### src/rtl/prime_check_responder_if.sv
`default_nettype none
// ============================================================================
// Module   : prime_check_responder_if
// Purpose  : start/value/result/done/busy primality handshake bundle.
// Revision : 1.0 - initial release
// ============================================================================
interface prime_check_responder_if #(
  parameter int WIDTH = 32
);
  logic             start;
  logic [WIDTH-1:0] value;
  logic             result;
  logic             done;
  logic             busy;

  modport master (
    output start,
    output value,
    input  result,
    input  done,
    input  busy
  );

  modport slave (
    input  start,
    input  value,
    output result,
    output done,
    output busy
  );
endinterface
`default_nettype wire

### src/rtl/prime_check_responder.sv
`default_nettype none
// ============================================================================
// Module   : prime_check_responder
// Purpose  : Primality responder using trial division over a restoring divider.
//            Optional macro PRIME_ODD_ONLY_EN: try only 2 and odd divisors.
// Revision : 1.0 - initial release
// ============================================================================
module prime_check_responder #(
  parameter int WIDTH = 32
) (
  input  logic                  clk,
  input  logic                  rst,
  prime_check_responder_if.slave pc_if
);

  typedef enum logic [2:0] {
    S_IDLE  = 3'd0,
    S_CHECK = 3'd1,
    S_DIV   = 3'd2,
    S_TEST  = 3'd3,
    S_DONE  = 3'd4
  } state_t;

  localparam int CNT_W = $clog2(WIDTH + 1);

  state_t             state_q;
  logic [WIDTH-1:0]   n_q;
  logic [WIDTH-1:0]   d_q;
  logic [WIDTH-1:0]   dvd_q;
  logic [WIDTH-1:0]   rem_q;
  logic [CNT_W-1:0]   cnt_q;
  logic               result_q;
  logic               done_q;
  logic               busy_q;

  logic [2*WIDTH-1:0] d_sq;
  logic [2*WIDTH-1:0] n_ext;
  logic [WIDTH-1:0]   d_next;
  logic [WIDTH:0]     trial;
  logic [WIDTH:0]     trial_diff;
  logic               trial_ge;

  // Full-width square so the d*d > n test can never wrap.
  assign d_sq  = {{WIDTH{1'b0}}, d_q} * {{WIDTH{1'b0}}, d_q};
  assign n_ext = {{WIDTH{1'b0}}, n_q};

  // Partial remainder is always below d, so one extra bit holds the shifted trial.
  assign trial      = {rem_q, dvd_q[WIDTH-1]};
  assign trial_ge   = (trial >= {1'b0, d_q});
  assign trial_diff = trial - {1'b0, d_q};

`ifdef PRIME_ODD_ONLY_EN
  assign d_next = (d_q == WIDTH'(2)) ? WIDTH'(3) : d_q + WIDTH'(2);
`else
  assign d_next = d_q + WIDTH'(1);
`endif

  always_ff @(posedge clk or posedge rst) begin
    if (rst) begin
      state_q  <= S_IDLE;
      n_q      <= '0;
      d_q      <= '0;
      dvd_q    <= '0;
      rem_q    <= '0;
      cnt_q    <= '0;
      result_q <= 1'b0;
      done_q   <= 1'b0;
      busy_q   <= 1'b0;
    end else begin
      case (state_q)
        S_IDLE: begin
          done_q <= 1'b0;
          if (pc_if.start) begin
            n_q      <= pc_if.value;
            d_q      <= WIDTH'(2);
            result_q <= 1'b0;
            busy_q   <= 1'b1;
            state_q  <= S_CHECK;
          end
        end

        S_CHECK: begin
          if (!pc_if.start) begin
            result_q <= 1'b0;
            busy_q   <= 1'b0;
            state_q  <= S_IDLE;
          end else if (n_q < WIDTH'(2)) begin
            result_q <= 1'b0;
            done_q   <= 1'b1;
            busy_q   <= 1'b0;
            state_q  <= S_DONE;
          end else if (d_sq > n_ext) begin
            result_q <= 1'b1;
            done_q   <= 1'b1;
            busy_q   <= 1'b0;
            state_q  <= S_DONE;
          end else begin
            dvd_q   <= n_q;
            rem_q   <= '0;
            cnt_q   <= CNT_W'(WIDTH);
            state_q <= S_DIV;
          end
        end

        S_DIV: begin
          if (!pc_if.start) begin
            result_q <= 1'b0;
            busy_q   <= 1'b0;
            state_q  <= S_IDLE;
          end else begin
            rem_q <= trial_ge ? trial_diff[WIDTH-1:0] : trial[WIDTH-1:0];
            dvd_q <= {dvd_q[WIDTH-2:0], trial_ge};
            cnt_q <= cnt_q - CNT_W'(1);
            if (cnt_q == CNT_W'(1)) begin
              state_q <= S_TEST;
            end
          end
        end

        S_TEST: begin
          if (!pc_if.start) begin
            result_q <= 1'b0;
            busy_q   <= 1'b0;
            state_q  <= S_IDLE;
          end else if (rem_q == '0) begin
            result_q <= 1'b0;
            done_q   <= 1'b1;
            busy_q   <= 1'b0;
            state_q  <= S_DONE;
          end else begin
            d_q     <= d_next;
            state_q <= S_CHECK;
          end
        end

        S_DONE: begin
          if (!pc_if.start) begin
            done_q  <= 1'b0;
            state_q <= S_IDLE;
          end
        end

        default: begin
          result_q <= 1'b0;
          done_q   <= 1'b0;
          busy_q   <= 1'b0;
          state_q  <= S_IDLE;
        end
      endcase
    end
  end

  assign pc_if.result = result_q;
  assign pc_if.done   = done_q;
  assign pc_if.busy   = busy_q;

endmodule
`default_nettype wire

### src/flat_wrapper.sv
// flat-port wrapper written by rule: the top's interface ports become plain ports
module prime_check_responder_flat 
#(
  parameter int WIDTH = 32
)
  (clk, rst, pc_if_start, pc_if_value, pc_if_result, pc_if_done, pc_if_busy);
  prime_check_responder_if #(.WIDTH(WIDTH)) pc_if_i ();
  input  logic clk;
  input  logic rst;
  input wire logic [$bits(pc_if_i.start)-1:0] pc_if_start;
  input wire logic [$bits(pc_if_i.value)-1:0] pc_if_value;
  output wire logic [$bits(pc_if_i.result)-1:0] pc_if_result;
  output wire logic [$bits(pc_if_i.done)-1:0] pc_if_done;
  output wire logic [$bits(pc_if_i.busy)-1:0] pc_if_busy;
  assign pc_if_i.start = pc_if_start;
  assign pc_if_i.value = pc_if_value;
  assign pc_if_result = pc_if_i.result;
  assign pc_if_done = pc_if_i.done;
  assign pc_if_busy = pc_if_i.busy;
  prime_check_responder #(.WIDTH(WIDTH)) u_core (.clk(clk), .rst(rst), .pc_if(pc_if_i));
endmodule
### config.mk
export PLATFORM = sky130hd
export DESIGN_NAME = prime_check_responder_flat
export DESIGN_NICKNAME = d
export VERILOG_FILES = /design/src/rtl/prime_check_responder_if.sv /design/src/rtl/prime_check_responder.sv /design/src/flat_wrapper.sv
export SDC_FILE = /design/constraint.sdc
export NUM_CORES = 2
export LEC_CHECK = 0
export ABC_AREA = 0
export BUFFER_PORTS_ARGS = -buffer_cell sky130_fd_sc_hd__buf_4
export CAP_MARGIN = 20
export CORE_MARGIN = 8
export CORE_UTILIZATION = 50
export CTS_BUF_LIST = sky130_fd_sc_hd__clkbuf_4 sky130_fd_sc_hd__clkbuf_8
export CTS_CLUSTER_DIAMETER = 100
export DETAILED_ROUTE_END_ITERATION = 10
export PLACE_DENSITY = 0.71
export SLEW_MARGIN = 20
export SYNTH_ARGS = -nofsm -noshare
export SYNTH_HDL_FRONTEND = slang
export SYNTH_SLANG_ARGS = --single-unit
### constraint.sdc
create_clock -name clk -period 9.3 [get_ports clk]
set_input_delay 1.395 -clock clk [delete_from_list [all_inputs] [get_ports clk]]
set_output_delay 1.395 -clock clk [all_outputs]
set_load 0.01 [all_outputs]
==> results.cfg <==
[clock_tree]
cts_tree = built
path_clk_slew_ns = 0.09
cts.sinks = 140
cts_made_buffers = 17
h-tree-depth = 4
clockBufferDepth = 2
root_buffer = clkbuf_8
clk_latency_ns = 0.52

[setup_path]
crit_path_top_delay_cell = fa_1
crit_fanout = 14
cp_common_cell = fa_1
startpoint_type = register
path_class = register to register
cp.arrival_ns = 9.73
cpPeakStageDelay_ns = 0.70
crit_path_end_kind = register
cp_data_required_time_ns = 9.66

[place]
pre_cts_ws_ns = -0.3643
placed_cells = 5775
gp_congestion = 0.9980
dp_hpwl_mm = 102.9
place_area_um2 = 42870
io_buffer_count = 37

[synth]
synth-async-reset-ratio_pct = 100.0
synth_edf_count = 0
synth_top_family_by_area = adder cells
syn_inst = 4449
synthesis.nets = 5629
yosysWarningCount = 0
synth_area_um2 = 38580
synth-simple-area-share_pct = 12.64
synth_xor_area_share_pct = 2.520
ys.flop_type = dfrtp_1
ys_seq_area_share_pct = 9.080
ys_ff_latch = 140
ys_types = 83
syn_avg_cell_area_um2 = 8.673
synthAdderAreaFrac_pct = 52.77
synth.area.mux_share_pct = 0.6161
synth-compound-area-share_pct = 9.261

[drt]
routed_wl_mm = 121.3
firstDrtPassIters = 6
drt_first_iter_violations = 2884
wire_per_inst_um = 20.70
drc = 0
dr_total_vias = 32229
ant_nets = 0
via_per_inst = 5.500

[final_layout]
fillers = 6786
register_area_um2 = 3512
drive_above_1_share_pct = 15.77
stdcell_area_um2 = 44570
fin_nets = 5985
stdcell_count = 5860
area_delta_synth_final_pct = 15.52
multiInputGateArea_um2 = 30760

[grt]
grt_pass1_vias = 33540
grt_pass1_wl_mm = 188.2
grt_overflow = 0
antenna_found_initial = 3
grt.total_usage_pct = 28.31
grt_max_degree = 87

[sta]
final.period_utilization_pct = 100.7
drv_slew = 0
period_needed_ns = 9.369
finalHoldViolations = 0
setup_viol = 39
fin_hold_ws_ns = 0.5157
slew_headroom_pct = 23.47
fmax_mhz = 106.7
worst_pin_slew_ns = 1.137
fin_ws_ns = -0.06925
skew_ns = 0.02143
grt_setup_unrepaired = true

[outcome]
outcome = finished, violations left
violations = negative setup slack

[floorplanning]
io-pin-count = 38
start_util_pct = 50.14
core_um2 = 76960
die_x_um = 293.8
die_y_um = 293.8
die-area_um2 = 86320
rows = 102

[power]
power_leakage_nw = 24.14
total_power_mw = 3.504
p_per_area_nw_per_um2 = 78.61
ir_worst_vdd_mv = 0.1498

[min_path]
hold_class = register to register

[job]
maxCapViolCount = 0
-- cells in the mapped netlist (18+ instances only) --
cell | n | area share (%)
inv_1 | 1142 | 11
fa_1 | 804 | 42
nand2_1 | 482 | 4.7
nor2_1 | 370 | 3.6
ha_1 | 341 | 11
a21oi_1 | 187 | 2.4
dfrtp_1 | 140 | 9.1
o21ai_0 | 128 | 1.7
clkbuf_1 | 127 | 1.2
nand4_1 | 76 | 1.2
xnor2_1 | 69 | 1.6
a21o_1 | 45 | 0.88
nand3_1 | 43 | 0.56
xor2_1 | 42 | 0.95
o22ai_1 | 34 | 0.55
buf_1 | 32 | 0.31
nor3_1 | 32 | 0.42
nor4_1 | 30 | 0.49
buf_2 | 25 | 0.32
o21a_1 | 18 | 0.35
-- per-layer routing --
metal,vias up,GRT usage [%],wire length (µm),share of wire (%)
met3,387,5.867,10900,9.0
met4,4,14.39,7617,6.3
met1,15972,36.43,46620,38
li1,14369,-,-,-
met2,1497,45.23,56110,46
met5,-,0,34,0.028
-- worst paths after layout --
check / cells past startpoint / endpoint / slack (ns) / startpoint
worst max-delay path: 31 / u_core.rem_q[23] / -0.07 / u_core.d_q[14]
worst min-delay path: 2 / u_core.dvd_q[19] / 0.52 / u_core.dvd_q[19]
worst max register to register: 31 / u_core.rem_q[23] / -0.07 / u_core.d_q[14]
worst min register to register: 2 / u_core.dvd_q[19] / 0.52 / u_core.dvd_q[19]
max in group asynchronous: 3 / u_core.d_q[23] / 6.89 / rst
min in group asynchronous: 2 / u_core.dvd_q[7] / 1.03 / rst
-- cell type report --
type | instances | share of cell area, %
Tap cell | 1040 | 2.919
Sequential cell | 140 | 7.880
Clock inverter | 11 | 0.3032
Antenna cell | 2 | 0.01123
Multi-Input combinational cell | 2973 | 69.02
Clock buffer | 21 | 0.6063
Inverter | 1151 | 9.769
Timing Repair Buffer | 522 | 9.496
-- registers in the layout, summed over array words and instances, names as in the netlist --
signal / count
u_core.dvd_q: 32
u_core.cnt_q: 6
u_core.n_q: 32
u_core.state_q: 3
u_core.d_q: 32
u_core.pc_if.result: 1
u_core.pc_if.done: 1
u_core.rem_q: 32
u_core.pc_if.busy: 1
-- worst max-delay path: cells and delay by family (launching register included) --
| family | cells | cell delay (ns) |
|---|---|---|
| multiplexers | 1 | 0.24 |
| buffers and inverters | 10 | 1.55 |
| AO/OA/AOI/OAI | 6 | 1.65 |
| adder cells (fa/ha/maj) | 9 | 4.51 |
| AND/OR/NAND/NOR | 5 | 0.78 |
| flip-flops | 1 | 0.45 |
-- placed cells by master (no fill, tap or decap), drive strengths merged, types with 10 or more instances in the layout --
| master | instances |
|---|---|
| o22ai | 34 |
| a211oi | 14 |
| o21a | 19 |
| nor2 | 370 |
| nand3 | 43 |
| and3 | 17 |
| or3 | 13 |
| o21ai | 141 |
| a21oi | 187 |
| a21o | 45 |
| ha | 341 |
| o21bai | 11 |
| nor3 | 32 |
| clkbuf | 23 |
| inv | 1146 |
| clkinv | 10 |
| fa | 804 |
| buf | 520 |
| nand2b | 10 |
| nand2 | 482 |
| xor2 | 42 |
| a31oi | 17 |
| mux2i | 17 |
| xnor2 | 69 |
| nor4 | 32 |
| nand4 | 77 |
| dfrtp | 140 |
-- kinds of logic (layout without fill, tap and decap cells) --
kind of cell	after synthesis	in the layout
buffers and inverters	1337	1705
adder cells (fa/ha/maj)	1145	1145
AND/OR/NAND/NOR	1122	1122
AO/OA/AOI/OAI	571	572
flip-flops	140	140
XOR/XNOR	111	111
multiplexers	23	23
other	0	2
-- what timing repair did --
| item | CTS | global route |
|---|---|---|
| resized for setup | 73 | 182 |
| hold buffers | 0 | 0 |
| pin swaps | 24 | 41 |
| cloned | 3 | 3 |
| setup buffers | 16 | 30 |
| endpoints found under the setup margin | 75 | 75 |
-- where the power goes --
group | total [mW] | switching, mW | internal (mW)
clock network | 0.534 | 0.276 | 0.258
logic | 1.96 | 1.15 | 0.815
registers | 1.01 | 0.207 | 0.802
total | 3.50 | 1.63 | 1.87
-- through the flow --
stage | setup TNS, ns | utilization [%]
finish | -1.389 | 57.92
detailed placement | -19.64 | 55.71
global placement | -17.02 | 55.71
floorplan | 0 | -
global route | -17.91 | 57.91
CTS | 0 | 56.80
Note: power is estimated with default switching activity, not from simulation.
